`src/rtl/uart_frame_parser_if.sv`:
```
// Receive-side byte stream feeding the frame parser: one byte per rx_vld strobe.
interface uart_frame_parser_if;
    logic [7:0] rx_data;
    logic       rx_vld;

    modport master (output rx_data, output rx_vld);
    modport slave  (input  rx_data, input  rx_vld);
endinterface

```
`src/rtl/uart_frame_parser.sv`:
```
// Frame parser for HEAD0 HEAD1 TYPE payload[2*N_FIELDS] SUM byte streams.
// The payload is collected in a shadow buffer and published to field_data
// only after the checksum matches. An inter-byte gap watchdog aborts stalled frames.
module uart_frame_parser #(
    parameter int unsigned N_FIELDS    = 4,
    parameter logic [7:0]  HEAD0       = 8'hFF,
    parameter logic [7:0]  HEAD1       = 8'hAA,
    parameter logic [7:0]  FRAME_TYPE  = 8'h51,
    parameter int unsigned TIMEOUT_CYC = 50000
) (
    input  logic                      clk,
    input  logic                      rst,
    input  logic                      cnt_clr,
    uart_frame_parser_if.slave        rx,
    output logic [N_FIELDS*16-1:0]    field_data,
    output logic                      frame_upd,
    output logic                      busy,
    output logic [31:0]               good_cnt,
    output logic [31:0]               sum_err_cnt,
    output logic [31:0]               tout_err_cnt
);

    localparam int unsigned NB = 2 * N_FIELDS;
    localparam int unsigned IW = (NB > 1) ? $clog2(NB) : 1;
    localparam int unsigned GW = (TIMEOUT_CYC > 2) ? $clog2(TIMEOUT_CYC) : 1;
    localparam int unsigned DW = N_FIELDS * 16;

    typedef enum logic [2:0] {
        S_IDLE,
        S_HDR1,
        S_TYPE,
        S_PAYLOAD,
        S_CHKSUM
    } state_t;

    state_t          state_q, state_d;
    logic [IW-1:0]   idx_q, idx_d;
    logic [7:0]      acc_q, acc_d;
    logic [GW-1:0]   gap_q, gap_d;
    logic [DW-1:0]   shadow_q, shadow_d;
    logic [DW-1:0]   field_q, field_d;
    logic            upd_q, upd_d;
    logic            busy_q, busy_d;
    logic [31:0]     good_q, good_d;
    logic [31:0]     sum_err_q, sum_err_d;
    logic [31:0]     tout_q, tout_d;
    logic            good_inc, sum_inc, tout_inc;

    // Saturating increment; clear wins over a same-cycle increment.
    function automatic logic [31:0] cnt_next(input logic [31:0] v, input logic inc,
                                             input logic clr);
        if (clr)
            return 32'd0;
        else if (inc && (v != 32'hFFFF_FFFF))
            return v + 32'd1;
        else
            return v;
    endfunction

    // Next-state, datapath and watchdog decisions for one clock.
    always_comb begin
        state_d  = state_q;
        idx_d    = idx_q;
        acc_d    = acc_q;
        gap_d    = gap_q;
        shadow_d = shadow_q;
        field_d  = field_q;
        upd_d    = 1'b0;
        good_inc = 1'b0;
        sum_inc  = 1'b0;
        tout_inc = 1'b0;

        if (rx.rx_vld) begin
            // A byte always resets the gap watchdog, even on the timeout cycle.
            gap_d = '0;
            case (state_q)
                S_IDLE: begin
                    if (rx.rx_data == HEAD0) state_d = S_HDR1;
                end
                S_HDR1: begin
                    if (rx.rx_data == HEAD1)      state_d = S_TYPE;
                    else if (rx.rx_data != HEAD0) state_d = S_IDLE;
                end
                S_TYPE: begin
                    if (rx.rx_data == FRAME_TYPE) begin
                        state_d = S_PAYLOAD;
                        acc_d   = rx.rx_data;
                        idx_d   = '0;
                    end else begin
                        state_d = S_IDLE;
                    end
                end
                S_PAYLOAD: begin
                    shadow_d[{idx_q, 3'b000} +: 8] = rx.rx_data;
                    acc_d = acc_q + rx.rx_data;
                    idx_d = idx_q + IW'(1);
                    if (idx_q == IW'(NB - 1)) state_d = S_CHKSUM;
                end
                S_CHKSUM: begin
                    if (rx.rx_data == acc_q) begin
                        field_d  = shadow_q;
                        upd_d    = 1'b1;
                        good_inc = 1'b1;
                    end else begin
                        sum_inc  = 1'b1;
                    end
                    state_d = S_IDLE;
                end
                default: state_d = S_IDLE;
            endcase
        end else if (state_q != S_IDLE) begin
            if (gap_q == GW'(TIMEOUT_CYC - 1)) begin
                state_d  = S_IDLE;
                gap_d    = '0;
                tout_inc = 1'b1;
            end else begin
                gap_d = gap_q + GW'(1);
            end
        end

        busy_d    = (state_d != S_IDLE);
        good_d    = cnt_next(good_q, good_inc, cnt_clr);
        sum_err_d = cnt_next(sum_err_q, sum_inc, cnt_clr);
        tout_d    = cnt_next(tout_q, tout_inc, cnt_clr);
    end

    // Parser FSM and all registered outputs.
    always_ff @(posedge clk) begin
        if (rst) begin
            state_q   <= S_IDLE;
            idx_q     <= '0;
            acc_q     <= '0;
            gap_q     <= '0;
            shadow_q  <= '0;
            field_q   <= '0;
            upd_q     <= 1'b0;
            busy_q    <= 1'b0;
            good_q    <= '0;
            sum_err_q <= '0;
            tout_q    <= '0;
        end else begin
            state_q   <= state_d;
            idx_q     <= idx_d;
            acc_q     <= acc_d;
            gap_q     <= gap_d;
            shadow_q  <= shadow_d;
            field_q   <= field_d;
            upd_q     <= upd_d;
            busy_q    <= busy_d;
            good_q    <= good_d;
            sum_err_q <= sum_err_d;
            tout_q    <= tout_d;
        end
    end

    assign field_data   = field_q;
    assign frame_upd    = upd_q;
    assign busy         = busy_q;
    assign good_cnt     = good_q;
    assign sum_err_cnt  = sum_err_q;
    assign tout_err_cnt = tout_q;

endmodule

```
`src/flat_wrapper.sv`:
```
// flat-port wrapper written by rule: the top's interface ports become plain ports
module uart_frame_parser_flat 
#(
    parameter int unsigned N_FIELDS    = 4,
    parameter logic [7:0]  HEAD0       = 8'hFF,
    parameter logic [7:0]  HEAD1       = 8'hAA,
    parameter logic [7:0]  FRAME_TYPE  = 8'h51,
    parameter int unsigned TIMEOUT_CYC = 50000
)
  (clk, rst, cnt_clr, field_data, frame_upd, busy, good_cnt, sum_err_cnt, tout_err_cnt, rx_rx_data, rx_rx_vld);
  uart_frame_parser_if rx_i ();
  input  logic clk;
  input  logic rst;
  input  logic cnt_clr;
  output logic [N_FIELDS*16-1:0] field_data;
  output logic frame_upd;
  output logic busy;
  output logic [31:0] good_cnt;
  output logic [31:0] sum_err_cnt;
  output logic [31:0] tout_err_cnt;
  input wire logic [$bits(rx_i.rx_data)-1:0] rx_rx_data;
  input wire logic [$bits(rx_i.rx_vld)-1:0] rx_rx_vld;
  assign rx_i.rx_data = rx_rx_data;
  assign rx_i.rx_vld = rx_rx_vld;
  uart_frame_parser #(.N_FIELDS(N_FIELDS), .HEAD0(HEAD0), .HEAD1(HEAD1), .FRAME_TYPE(FRAME_TYPE), .TIMEOUT_CYC(TIMEOUT_CYC)) u_core (.clk(clk), .rst(rst), .cnt_clr(cnt_clr), .rx(rx_i), .field_data(field_data), .frame_upd(frame_upd), .busy(busy), .good_cnt(good_cnt), .sum_err_cnt(sum_err_cnt), .tout_err_cnt(tout_err_cnt));
endmodule
```
`config.mk`:
```
export PLATFORM = sky130hd
export DESIGN_NAME = uart_frame_parser_flat
export DESIGN_NICKNAME = d
export VERILOG_FILES = /design/src/rtl/uart_frame_parser_if.sv /design/src/rtl/uart_frame_parser.sv /design/src/flat_wrapper.sv
export SDC_FILE = /design/constraint.sdc
export NUM_CORES = 1
export LEC_CHECK = 0
export CAP_MARGIN = 10
export CELL_PAD_IN_SITES_DETAIL_PLACEMENT = 0
export CELL_PAD_IN_SITES_GLOBAL_PLACEMENT = 1
export CORE_MARGIN = 3
export CORE_UTILIZATION = 37
export DETAILED_ROUTE_END_ITERATION = 8
export PLACE_DENSITY_LB_ADDON = 0.25
export SYNTH_ARGS = -nofsm -noshare
export SYNTH_HDL_FRONTEND = slang
export SYNTH_SLANG_ARGS = --single-unit
```
`constraint.sdc`:
```
create_clock -name clk -period 2.06 [get_ports clk]
set_input_delay 0.309 -clock clk [delete_from_list [all_inputs] [get_ports clk]]
set_output_delay 0.309 -clock clk [all_outputs]
set_load 0.005 [all_outputs]
```
* After elaboration in Yosys (flattened, before gate mapping)
Cells that the tools add are included.
** Word-level totals
- Bits in registers :: 256
- Output and inout port bits :: 162
** Operators by class
- $add $sub $neg :: 7
- Eq/ne operators :: 15
- Shift operators :: 2
- Multiplexer cells :: 24
- Reductions and logical operators :: 12
** Operator list (number)
- adder 32 x 1 -> 32 bit, second input constant :: 3
- inequality test 32 bit, second input constant :: 3
- bitwise mux 64 bit :: 1
- variable shift 8 x 8 -> 64 bit, first input constant :: 1
- variable part select 8 x 8 -> 64 bit :: 1
- two-way mux 3 bit :: 8
- adder 16 x 1 -> 16 bit, second input constant :: 1
- equality test 16 bit, second input constant :: 1
- equality test 8 bit, second input constant :: 2
- two-way mux 16 bit :: 1
- case mux 8 bit (2 select lines) :: 1
- case mux 3 bit (4 select lines) :: 1
- two-way mux 1 bit :: 9
- adder 8 bit :: 1
- equality test 8 x 7 -> 1 bit, second input constant :: 1
- equality test 8 bit :: 1
- two-way mux 8 bit :: 1
- inequality test 8 bit, second input constant :: 1
- negation 6 -> 8 bit :: 1
- equality test 3 x 2 -> 1 bit, second input constant :: 2
- equality test 3 bit, second input constant :: 2
- case mux 3 bit (2 select lines) :: 1
- AND reduction 3 bit :: 2
- nonzero test 3 bit :: 2
- other kinds (9) :: 12

* Depth between registers and ports, before layout
- Depth after elaboration :: 6
- Mapped depth :: 10
- Gate-level depth less buffers :: 9

* Worst setup path after synthesis
No wires, ideal clock.
- Path type :: register to register
- Start :: register u_core.idx_q[0]
- End :: register u_core.shadow_q[31]
- Setup time :: 0.128 ns
- Arrival :: 2.018 ns
- Required time :: 1.932 ns
- Path slack :: -0.086 ns
- Cell stages (with the launch flop) :: 8
- Path buffers :: 0
- Cells stage by stage :: dfxtp_1 > inv_1 > ha_1 > ha_1 > inv_1 > nor4_4 > mux2i_1 > nor2_1
** Between the ends
- Word-level cells in the longest chain between the ends :: 3
- Elaborated cells between the ends (all ways) :: 4
** Ends and longest elaborated chain
- start, declared :: RTL line uart_frame_parser.sv:37 : logic [IW-1:0] idx_q, idx_d;
- start signal, assigned :: RTL line uart_frame_parser.sv:143 : idx_q <= idx_d;
- negation 6 -> 8 bit (*) :: RTL line uart_frame_parser.sv:94 : shadow_d[{idx_q, 3'b000} +: 8] = rx.rx_data;
- variable part select 8 x 8 -> 64 bit / variable shift 8 x 8 -> 64 bit (equally long branches) :: RTL line uart_frame_parser.sv:94
- bitwise mux 64 bit (*) :: RTL line uart_frame_parser.sv:94
- end signal, assigned :: RTL line uart_frame_parser.sv:146 : shadow_q <= shadow_d;
- end, declared :: RTL line uart_frame_parser.sv:40 : logic [DW-1:0] shadow_q, shadow_d;
Mark *: on every way between the ends. The rest lies on a longest branch, timed or not.
A chain may end at the register's enable or synchronous reset.

* Worst setup path in the final report
- Start :: register u_core.acc_q[0]
- End :: register u_core.good_q[18] (netlist: u_core.good_cnt[18])
** Between the ends
- Word-level cells in the longest chain between the ends :: 5
** Ends and longest elaborated chain
- start, declared :: RTL line uart_frame_parser.sv:38 : logic [7:0] acc_q, acc_d;
- start signal, assigned :: RTL line uart_frame_parser.sv:132 : acc_q <= '0;
- start signal, assigned :: RTL line uart_frame_parser.sv:144 : acc_q <= acc_d;
- equality test 8 bit :: RTL line uart_frame_parser.sv:100 : if (rx.rx_data == acc_q) begin
- two-way mux 1 bit :: RTL line uart_frame_parser.sv:100
- two-way mux 1 bit :: RTL line uart_frame_parser.sv:76 : case (state_q)
- two-way mux 1 bit :: RTL line uart_frame_parser.sv:73 : if (rx.rx_vld) begin
- logical AND 1 bit :: RTL line uart_frame_parser.sv:54 : else if (inc && (v != 32'hFFFF_FFFF))
- end signal, assigned :: RTL line uart_frame_parser.sv:150 : good_q <= good_d;
- end, declared :: RTL line uart_frame_parser.sv:44 : logic [31:0] good_q, good_d;
Every way passes these cells.

==> reports/qor.yml <==
timing:
  rsz0062_at_grt: "yes"
  post-route-period-util: 0.9919
  finalSetupViolations: 0
  hold_violations: 0
  fin_crit_ps: 2043
  skew_ps: 11.61
  fmax_ghz: 0.4894
  maxSlewViolCount: 0
  maxSlewHeadroom: 0.5022
  tightestPinTransition_ps: 746.6
  setup_ws_ps: 16.65
routing:
  drt_first_iter_violations: 494
  routedWlPerCell_um: 15.51
  drc_errors: 0
  ant_nets: 0
  drt_wl_total_mm: 30.54
  via_per_inst: 5.032
  vias: 9908
  drt_first_pass_iters: 5
placed_design:
  numPortBuffers: 173
  routabilityCongestion: 0.8262
  placed_area_sq_mm: 0.01417
  place_ws_ps: -702.3
  hpwl_mm: 20.94
finish:
  layout_common_cells: "dfxtp_1 (250), nor2_1 (191), nand2_1 (189), clkdlybuf4s50_1 (170), buf_4 (128)"
  antenna_cells: 0
  fin_nets: 1590
  final_layout_size_suffix_gt1_frac: 0.1584
  nFillCells: 2758
  postLayoutCellArea_sq_mm: 0.01540
  area_growth_pct: 39.08
  layout_commonest_cell: "dfxtp_1"
setup_path:
  arrival_ps: 2520
  path_class: "flop to flop"
  r2r_setup_slack_ps: 20
  critPathRequiredTime_ps: 2540
  cp_slowest_cell: "or3_1"
  crit_path_start_kind: "flop"
  worstSetupStartpoint: "u_core.acc_q[0]"
  crit_family: "simple AND/OR/NAND/NOR gates"
  cp-end-kind: "flop"
  crit_buf_inv: 0
  r2r-start: "u_core.acc_q[0]"
  cp_max_fo: 6
  worst_r2r_path_depth: 6
  slowest_delay_ps: 400
  cp_num_cells: 6
  crit_chain: "ha_4 -> nor4_4 -> and4_4 -> o2111ai_1 -> or3_1 -> a21oi_1"
  critical_path.endpoint: "u_core.good_cnt[18]"
  regToRegEndpoint: "u_core.good_cnt[18]"
global_routing:
  grt_max_degree: 144
  grt_pass1_vias: 9430
  grt.total_usage: 0.1847
  antenna_found_initial: 1
  grt_pass1_wl_mm: 48.89
  grt_remaining_overflow: 0
die:
  rows: 62
  initial_core_util: 0.3806
  fp.dieW_um: 179.0
  die-area_sq_mm: 0.03204
  die_y_um: 179.0
  pin_count: 174
  coreArea_sq_mm: 0.02909
status:
  status: "complete, no violations"
synthesis:
  synth_seq_cells: 256
  synth_ff_type: "dfxtp_1"
  yosys_warnings: 0
  synth_edf_count: 0
  synth_area_sq_mm: 0.01107
  ys_seq_area_frac: 0.4628
  yosys.cell_types.count: 66
  yosysTopAreaCell: "dfxtp_1"
  syn_area_per_cell_sq_um: 8.631
  synth_top_area_frac: 0.4628
  synthCells: 1283
  ys_async_sr_fraction: 0
  synth.net_count: 1311
  synth_area_leaders: "dfxtp_1 (46%), nor2_1 (6.5%), nand2_1 (6.4%)"
clock_tree:
  cts_root_buffer: "clkbuf_16"
  cts_hold_buf: 0
  clk_pin_slew_ps: 60
  cts.sinks: 256
  tritoncts: "yes"
  clk_latency_ps: 550
  htree_levels: 1
  clk_path_buf_depth: 3
  cts_buffers: 29
power_and_ir_drop:
  power.density_mw_per_mm2: 689.5
  p_leak_nw: 5.696
  irDropWorstVdd_v: 0.0005814
hold_path:
  worstHoldStart: "rst"
  worstHoldPathType: "primary input to flop"
run:
  drv_cap: 0
cell usage after synthesis (3+ instances only):
cell / instances
nand4b_1: 3
a21oi_1: 94
or4_1: 6
o2111ai_1: 8
nor2_1: 191
nand2_1: 190
buf_2: 22
nor3b_1: 3
xor2_1: 58
nor3_1: 22
nor4b_2: 3
clkbuf_1: 40
and3_1: 28
a31oi_1: 4
or3_1: 16
mux2i_1: 63
and4_1: 23
o211ai_1: 8
inv_1: 21
nand4_1: 42
dfxtp_1: 256
and2_1: 10
a211oi_1: 3
ha_1: 15
nand3_1: 52
nor4_1: 6
nand4_2: 3
o21ai_0: 11
xnor2_1: 34
worst min path at each step:
stage | slack [ps] | depth (start not counted) | to
floorplan | 430 | 2 | u_core.field_data[24]
global placement | 440 | 2 | u_core.field_data[55]
detailed placement | 440 | 2 | u_core.field_data[31]
CTS | 80 | 3 | u_core.tout_err_cnt[23]
global route | 120 | 3 | u_core.tout_err_cnt[23]
finish | 110 | 3 | u_core.tout_err_cnt[23]
through the flow:
| stage | cells | utilization | TNS [ps] | total power, mW | hold WS, ps |
|---|---|---|---|---|---|
| global placement | 1913 | 0.4872 | -72170 | 5.319 | 435.8 |
| floorplan | 1283 | - | 0 | 5.193 | 431.2 |
| global route | 1969 | 0.5294 | -522.8 | 10.96 | 115.2 |
| CTS | 1968 | 0.5241 | 0 | 10.75 | 82.31 |
| detailed placement | 1913 | 0.4872 | -74580 | 5.319 | 442.6 |
| finish | 1969 | 0.5294 | 0 | 10.62 | 110.7 |
cell families (layout without fill, tap and decap cells):
group | after synthesis | after routing | synth area share
buffers and inverters | 85 | 387 | 0.03164
AND/OR/NAND/NOR | 621 | 621 | 0.2766
XOR/XNOR | 92 | 92 | 0.07277
flip-flops | 256 | 256 | 0.4628
multiplexers | 63 | 63 | 0.05695
AO/OA/AOI/OAI | 150 | 150 | 0.08045
adder cells (fa/ha/maj) | 16 | 16 | 0.01876
layer usage:
| metal | part of all wire | GRT usage |
|---|---|---|
| met5 | 0.00043 | 0 |
| met4 | 0.017 | 0.03799 |
| met3 | 0.043 | 0.03028 |
| met2 | 0.45 | 0.3005 |
| met1 | 0.49 | 0.2592 |
area by class of cell:
| cell class | count | area (sq um) | share of cell area |
|---|---|---|---|
| Multi-Input combinational cell | 942 | 5807 | 0.3770 |
| Sequential cell | 256 | 5132 | 0.3333 |
| Timing Repair Buffer | 312 | 2894 | 0.1879 |
| Clock buffer | 33 | 770.7 | 0.05004 |
| Tap cell | 384 | 480.5 | 0.03120 |
| Clock inverter | 21 | 237.7 | 0.01544 |
| Inverter | 21 | 78.83 | 0.005118 |
flip-flops by register name, indices dropped and copies added (netlist names):
name and count:
u_core.field_data 64, u_core.acc_q 8, u_core.shadow_q 64, u_core.state_q 3, u_core.good_cnt 32, u_core.gap_q 16, u_core.busy 1, u_core.sum_err_cnt 32
u_core.idx_q 3, u_core.tout_err_cnt 32, u_core.frame_upd 1
tightest hold or removal path, cell delays in order:
cell and delay [ps]:
buf_4 130, or3_1 110, mux2i_1 50
power breakdown:
| group | total, mW | switching, mW | internal, mW |
|---|---|---|---|
| Sequential | 4.95 | 0.00170 | 4.95 |
| Combinational | 0.267 | 0.180 | 0.0871 |
| Clock | 5.40 | 2.19 | 3.21 |
what timing repair did:
item                       in CTS  in global routing
buffers inserted                1                  1
gates resized for setup        11                 38
hold endpoints to repair        0                  0
setup endpoints to repair      63                 62
pin swaps                       5                 11
cloned                          0                  0
(Power assumes the default switching activity.)
